`src/rtl/ser_to_par.sv`:
```
// ser_to_par: LSB-first serial-to-parallel converter with a decoupled
// output word register and sticky overflow flag.
// Optional feature macro: SER_TO_PAR_PARITY_EN adds one even-parity bit
// after each DATA_W data bits, the PAR state and the parity_err_o pulse.
//
// Handshake: an input bit transfers on every rising clk edge with
// valid_i=1 (no backpressure on the serial side). An output word transfers
// on every rising clk edge with valid_o=1 and ready_i=1; while valid_o=1 and
// ready_i=0, parallel_o and valid_o hold steady.
module ser_to_par #(
  parameter int DATA_W = 4
) (
  input  logic              clk,
  input  logic              reset,
  input  logic              serial_i,
  input  logic              valid_i,
  input  logic              ready_i,
  output logic [DATA_W-1:0] parallel_o,
  output logic              valid_o,
  output logic              busy_o,
  output logic              overflow_o,
`ifdef SER_TO_PAR_PARITY_EN
  output logic              parity_err_o,
`endif
  output logic [1:0]        state_dbg_o
);

  localparam int CW = $clog2(DATA_W + 1);

  typedef enum logic [1:0] {
    IDLE  = 2'd0,
    SHIFT = 2'd1
`ifdef SER_TO_PAR_PARITY_EN
    , PAR = 2'd2
`endif
  } state_t;

  state_t            state_q, state_d;
  logic [CW-1:0]     count_q, count_d;
  logic [DATA_W-1:0] shift_q, shift_d;
  logic [DATA_W-1:0] out_q, out_d;
  logic              valid_q, valid_d;
  logic              overflow_q, overflow_d;
  logic              parity_err_q, parity_err_d;
  logic [DATA_W-1:0] word_ins;
  logic [DATA_W-1:0] done_word;
  logic              word_done;

  // State register: capture path, output word register and flags.
  always_ff @(posedge clk or negedge reset) begin
    if (!reset) begin
      state_q      <= IDLE;
      count_q      <= '0;
      shift_q      <= '0;
      out_q        <= '0;
      valid_q      <= 1'b0;
      overflow_q   <= 1'b0;
      parity_err_q <= 1'b0;
    end else begin
      state_q      <= state_d;
      count_q      <= count_d;
      shift_q      <= shift_d;
      out_q        <= out_d;
      valid_q      <= valid_d;
      overflow_q   <= overflow_d;
      parity_err_q <= parity_err_d;
    end
  end

  // Next-state: place incoming bit at its index, complete words, and
  // resolve completion against the held word (consume / load / drop).
  always_comb begin
    state_d      = state_q;
    count_d      = count_q;
    shift_d      = shift_q;
    out_d        = out_q;
    valid_d      = valid_q;
    overflow_d   = overflow_q;
    parity_err_d = 1'b0;
    word_done    = 1'b0;
    done_word    = '0;

    // Shift register with the current bit written at position count_q.
    word_ins = shift_q;
    for (int i = 0; i < DATA_W; i++) begin
      if (count_q == CW'(i)) word_ins[i] = serial_i;
    end

    if (valid_q && ready_i) valid_d = 1'b0;

    if (valid_i) begin
      case (state_q)
        IDLE: begin
          shift_d = word_ins;
          count_d = CW'(1);
          state_d = SHIFT;
        end
        SHIFT: begin
          shift_d = word_ins;
          if (count_q == CW'(DATA_W - 1)) begin
`ifdef SER_TO_PAR_PARITY_EN
            count_d = CW'(DATA_W);
            state_d = PAR;
`else
            word_done = 1'b1;
            done_word = word_ins;
            shift_d   = '0;
            count_d   = '0;
            state_d   = IDLE;
`endif
          end else begin
            count_d = count_q + CW'(1);
          end
        end
`ifdef SER_TO_PAR_PARITY_EN
        PAR: begin
          // Even parity: data bits XOR parity bit must be zero.
          if ((^shift_q ^ serial_i) == 1'b0) begin
            word_done = 1'b1;
            done_word = shift_q;
          end else begin
            parity_err_d = 1'b1;
          end
          shift_d = '0;
          count_d = '0;
          state_d = IDLE;
        end
`endif
        default: begin
          shift_d = '0;
          count_d = '0;
          state_d = IDLE;
        end
      endcase
    end

    // A held word that is not being consumed wins; the new one is dropped.
    if (word_done) begin
      if (valid_q && !ready_i) begin
        overflow_d = 1'b1;
      end else begin
        out_d   = done_word;
        valid_d = 1'b1;
      end
    end
  end

  assign parallel_o  = out_q;
  assign valid_o     = valid_q;
  assign busy_o      = (state_q != IDLE);
  assign overflow_o  = overflow_q;
  assign state_dbg_o = state_q;
`ifdef SER_TO_PAR_PARITY_EN
  assign parity_err_o = parity_err_q;
`else
  // Parity pulse exists only in the parity build; keep the flop tied off.
  logic unused_parity;
  assign unused_parity = parity_err_q;
`endif

endmodule

```
`config.mk`:
```
export PLATFORM = sky130hd
export DESIGN_NAME = ser_to_par
export DESIGN_NICKNAME = d
export VERILOG_FILES = /design/src/rtl/ser_to_par.sv
export SDC_FILE = /design/constraint.sdc
export NUM_CORES = 1
export LEC_CHECK = 0
export CAP_MARGIN = 20
export CORE_MARGIN = 1.5
export CORE_UTILIZATION = 25
export DETAILED_ROUTE_END_ITERATION = 8
export PLACE_DENSITY = 0.44
export SYNTH_ARGS = -nofsm -noshare
export SYNTH_HDL_FRONTEND = slang
export SYNTH_SLANG_ARGS = --single-unit
```
`constraint.sdc`:
```
create_clock -name clk -period 2.1 [get_ports clk]
set_clock_uncertainty 0.15 [all_clocks]
set_input_delay 0.63 -clock clk [delete_from_list [all_inputs] [get_ports clk]]
set_output_delay 0.63 -clock clk [all_outputs]
set_load 0.03 [all_outputs]
```
Word-level counts from Yosys, hierarchy flattened
Index checks and enable logic that the tools add are counted.

word-level totals
  flip-flop bits (word level) = 15
  word-level logic and storage cells = 41

operators by class
  add/subtract/negate cells = 1
  eq/ne operators = 5
  mux-type cells = 19
  bitwise gates (word level) = 1
  reductions and logical operators = 9

operator list
  cell                                           count
  2-to-1 mux 4 bit                               4
  2-to-1 mux 1 bit                               10
  case mux 4 bit (2 select lines)                1
  == test 3 x 2 -> 1 bit, second input constant  2
  case mux 3 bit (2 select lines)                1
  AND reduction 2 bit                            3
  case mux 2 bit (2 select lines)                1
  adder 3 x 1 -> 3 bit, second input constant    1
  == test 3 x 1 -> 1 bit, second input constant  1
  zero test 3 bit                                1
  2-to-1 mux 3 bit                               1
  == test 2 x 1 -> 1 bit, second input constant  1
  logical AND 1 bit                              2
  zero test 2 bit                                1
  2-to-1 mux 2 bit                               1
  inequality test 2 bit, second input constant   1
  nonzero test 2 bit                             1
  zero test 1 bit                                1
  NOT 1 bit                                      1

Depth between registers and ports, before layout
  word-level depth = 5
  gate-level depth with buffers = 5

Least setup slack after synthesis
Ideal clock, no wire load.

  kind = reg-to-reg
  start point = reg state_q[0], in the netlist state_dbg_o[0]
  end point = reg out_q[0], in the netlist parallel_o[0]
  data arrival time = 1.349 ns
  required time = 1.825 ns
  path slack = 0.476 ns
  cell stages (with the launch flop) = 4
  path buffers = 0
  period minus slack after synthesis = 1.624 ns
  cell sequence = dfrtp_1 > and3b_4 > and3_4 > mux2_4

on the way
  word-level cells in the longest chain between the ends = 4
  elaborated cells on any way between the ends = 6
  those cells by class = 1 x eq/ne; 4 x mux; 1 x reduce/logical

RTL lines
  what                                  RTL line  RTL
  start: declaration                    38        state_t state_q, state_d;
  start signal: assignment              60        state_q <= state_d;
  == test 2 x 1 -> 1 bit (*)            92        case (state_q)
  2-to-1 mux 1 bit                      92
  2-to-1 mux 1 bit                      91        if (valid_i) begin
  AND reduction 2 bit (no source line)  n/a
  end signal: assignment                63        out_q <= out_d;
  end: declaration                      41        logic [DATA_W-1:0] out_q, out_d;

Mark *: on every way between the ends. The rest lies on a longest branch, timed or not.
A chain may end at the register's enable or synchronous reset.

Worst setup path after layout
  start point = reg out_q[1], in the netlist parallel_o[1]
  end point = out parallel_o[1]

RTL lines
  what              RTL line  RTL
  end: declaration  18        output logic [DATA_W-1:0] parallel_o,

No word-level cell between the ends.

==> flow_summary.yaml <==
sta:
  fin_crit_sh_pct: 86.5
  setup_tns_ns: 0
  rsz0062_at_grt: "false"
  layout_min_cycle_time_ns: 1.82
  final_hold_viol_count: 0
  setup_viol: 0
  fmax_mhz: 550
  slew_violations: 0
flow_run:
  maxCapViolations: 0
clock_tree:
  clockRootBuffer: "clkbuf_4"
  clockBufferDepth: 2
  cts_max_level: 1
  cts_setup_buffers: 0
  cts_buffers: 3
  clk_latency_ns: 0.27
  cts_tree: "done"
  path_clk_slew_ns: 0.08
  cts_sinks: 13
  holdBufCountCts: 0
logic_synthesis:
  async_reset_ff_share_pct: 100
  ys.flop_type: "dfrtp_1"
  synthTopCellsByArea: "dfrtp_1, ha_1, nand2b_1, a21oi_1, mux2_4"
  yosysUniqueCellTypes: 25
  ys_seq_area_share_pct: 48.3
  synthesis.nets: 70
  synth_common_cells: "dfrtp_1, a21oi_1, inv_1, nand2b_1, ha_1"
  synth_area_um2: 673
  synth_edf_count: 0
  synth_seq_cells: 13
  avgSynthCellArea_um2: 11.0
  synth_top_area_share_pct: 48.3
  synth_most_common_cell: "dfrtp_1"
  netlist_instances: 61
  synth_top_cell_by_area: "dfrtp_1"
  yosys_warnings: 0
finish:
  fin_nets: 89
  utilization_pct: 34.7
  area_growth_pct: 30.1
  n_antenna_cell: 0
  finalInstanceArea_um2: 876
  layout-drive-gt1-share_pct: 15.2
  fillers: 276
grt:
  grt_pass1_wl_um: 2560
  grt_start_max_net_pins: 14
  grt_overflow: 0
  antenna_found_initial: 0
  grt_pass1_vias: 549
  grt_util_all_layers_pct: 11.9
routing:
  route.vias.total: 496
  drc_errors: 0
  drt_wl_total_um: 1350
  drt-initial-drc-count: 5
  drt-pass1-iter-count: 2
  avgViaCountPerCell: 4.55
  ant_nets: 0
  wl_per_cell_um: 12.4
floorplanning:
  design.core.area_um2: 2520
  num_rows: 18
  die_h_um: 54.9
  die_width_um: 54.9
  initial_utilization_pct: 26.7
  io_pins: 14
  dieArea_um2: 3010
worst_setup_path:
  crit_family: "buffers and inverters"
  arrival_ns: 1.04
  slowest_stage: "dlygate4sd2_1"
  worstSetupPathType: "reg2out"
  end_kind: "primary output"
  critPathLaunchType: "flip-flop"
  crit_required_ns: 1.32
  path_max_fanout: 2
  crit_buf_inv: 1
  worst_path_largest_cell_delay_ns: 0.41
  crit_chain: "dlygate4sd2_1"
power:
  pwr-share-comb_pct: 52.2
  leakage_nw: 0.447
  switchingPower_mw: 0.498
  p_clk_share_pct: 13.0
  powerDensity_nw_per_um2: 1360
  power.internal_mw: 0.697
  switching_share_pct: 41.6
  seqPwrFrac_pct: 34.8
  ir_drop_uv: 504
  p_total_mw: 1.19
placement:
  portBuffers: 12
  placed_area_um2: 848
  dp_hpwl_um: 1000
  gp_congestion: 0.714
hold_path:
  hold_path_class: "reg2reg"
run_status:
  status: "finished, final reports clean"
==> area by class of cell <==
class	instances	area, µm²	share of cell area (%)
clock buffers	4	26.3	3.00
multi-input cells	39	305	34.9
repair buffers	17	159	18.1
well taps	30	37.5	4.29
flip-flops and latches	13	325	37.1
inverters	6	22.5	2.57
==> worst paths after layout <==
check / end / startpoint / cells past startpoint / slack [ns]
hold / removal: overflow_o / overflow_o / 1 / 0.33
setup reg to reg: parallel_o[0] / count_q[0] / 5 / 0.40
setup / recovery: parallel_o[1] / parallel_o[1] / 1 / 0.28
hold reg to reg: overflow_o / overflow_o / 1 / 0.33
min in group asynchronous: count_q[0] / reset / 2 / 0.51
max in group asynchronous: count_q[1] / reset / 2 / 1.12
==> power by group through the flow <==
| stage | clock [mW] | sequential, mW | combinational (mW) |
|---|---|---|---|
| after CTS | 0.165 | 0.421 | 0.634 |
| after detailed placement | 0 | 0.425 | 0.659 |
| after global routing | 0.174 | 0.433 | 0.693 |
| after global placement | 0 | 0.427 | 0.661 |
| final | 0.155 | 0.416 | 0.623 |
| after floorplan | 0 | 0.538 | 0.316 |
==> cells in the final DEF, fill, tap and decap left out <==
cell type / instances
and3b_4: 1
nand4b_1: 1
o21a_1: 1
and3_4: 1
mux2_1: 1
dlymetal6s2s_1: 3
dfrtp_1: 13
o21bai_1: 1
a31oi_1: 2
o22ai_1: 3
dlygate4sd2_1: 5
nand2b_1: 5
clkdlybuf4s50_1: 4
nand2_1: 2
ha_1: 4
and2b_1: 1
a21oi_1: 6
conb_1: 1
mux2_4: 2
clkbuf_4: 3
a21boi_0: 1
o211a_1: 1
buf_4: 5
o21ai_0: 1
mux2i_1: 2
inv_1: 6
clkbuf_1: 1
nand3b_1: 1
nand3_1: 1
==> kinds of logic after synthesis <==
group | synth area share (%)
compound gates | 14.7
simple gates | 13.6
flops | 48.3
buf+inv | 6.32
mux | 9.11
fa+ha+maj | 7.44
other cells | 0.557
==> sequential cells by signal (all words and copies together) (netlist names) <==
signal	flops
overflow_o	1
count_q	3
state_dbg_o	1
valid_o	1
shift_q	3
parallel_o	4
==> repair_timing <==
action | 4_1_cts | 5_1_grt
setup endpoints to repair | 5 | 3
gates cloned | 0 | 0
endpoints found under the hold margin | 0 | 0
gates resized for setup | 5 | 3
==> per-stage QoR <==
stage | hold WS (ns) | cells | setup WS [ns]
after floorplan | 0.184 | 61 | 0.476
after global placement | 0.316 | 105 | 0.128
after detailed placement | 0.311 | 105 | 0.113
after CTS | 0.340 | 109 | 0.00210
after global routing | 0.351 | 109 | 0.218
final | 0.330 | 109 | 0.283
==> layer usage <==
metal / track usage, % / wire length, µm / vias up
met5: 0 / 0 / -
met4: 2.44 / 0 / 0
li1: - / - / 246
met2: 19.2 / 604 / 15
met3: 4.30 / 79 / 0
met1: 15.3 / 668 / 235
Note: power is estimated with default switching activity, not from simulation.
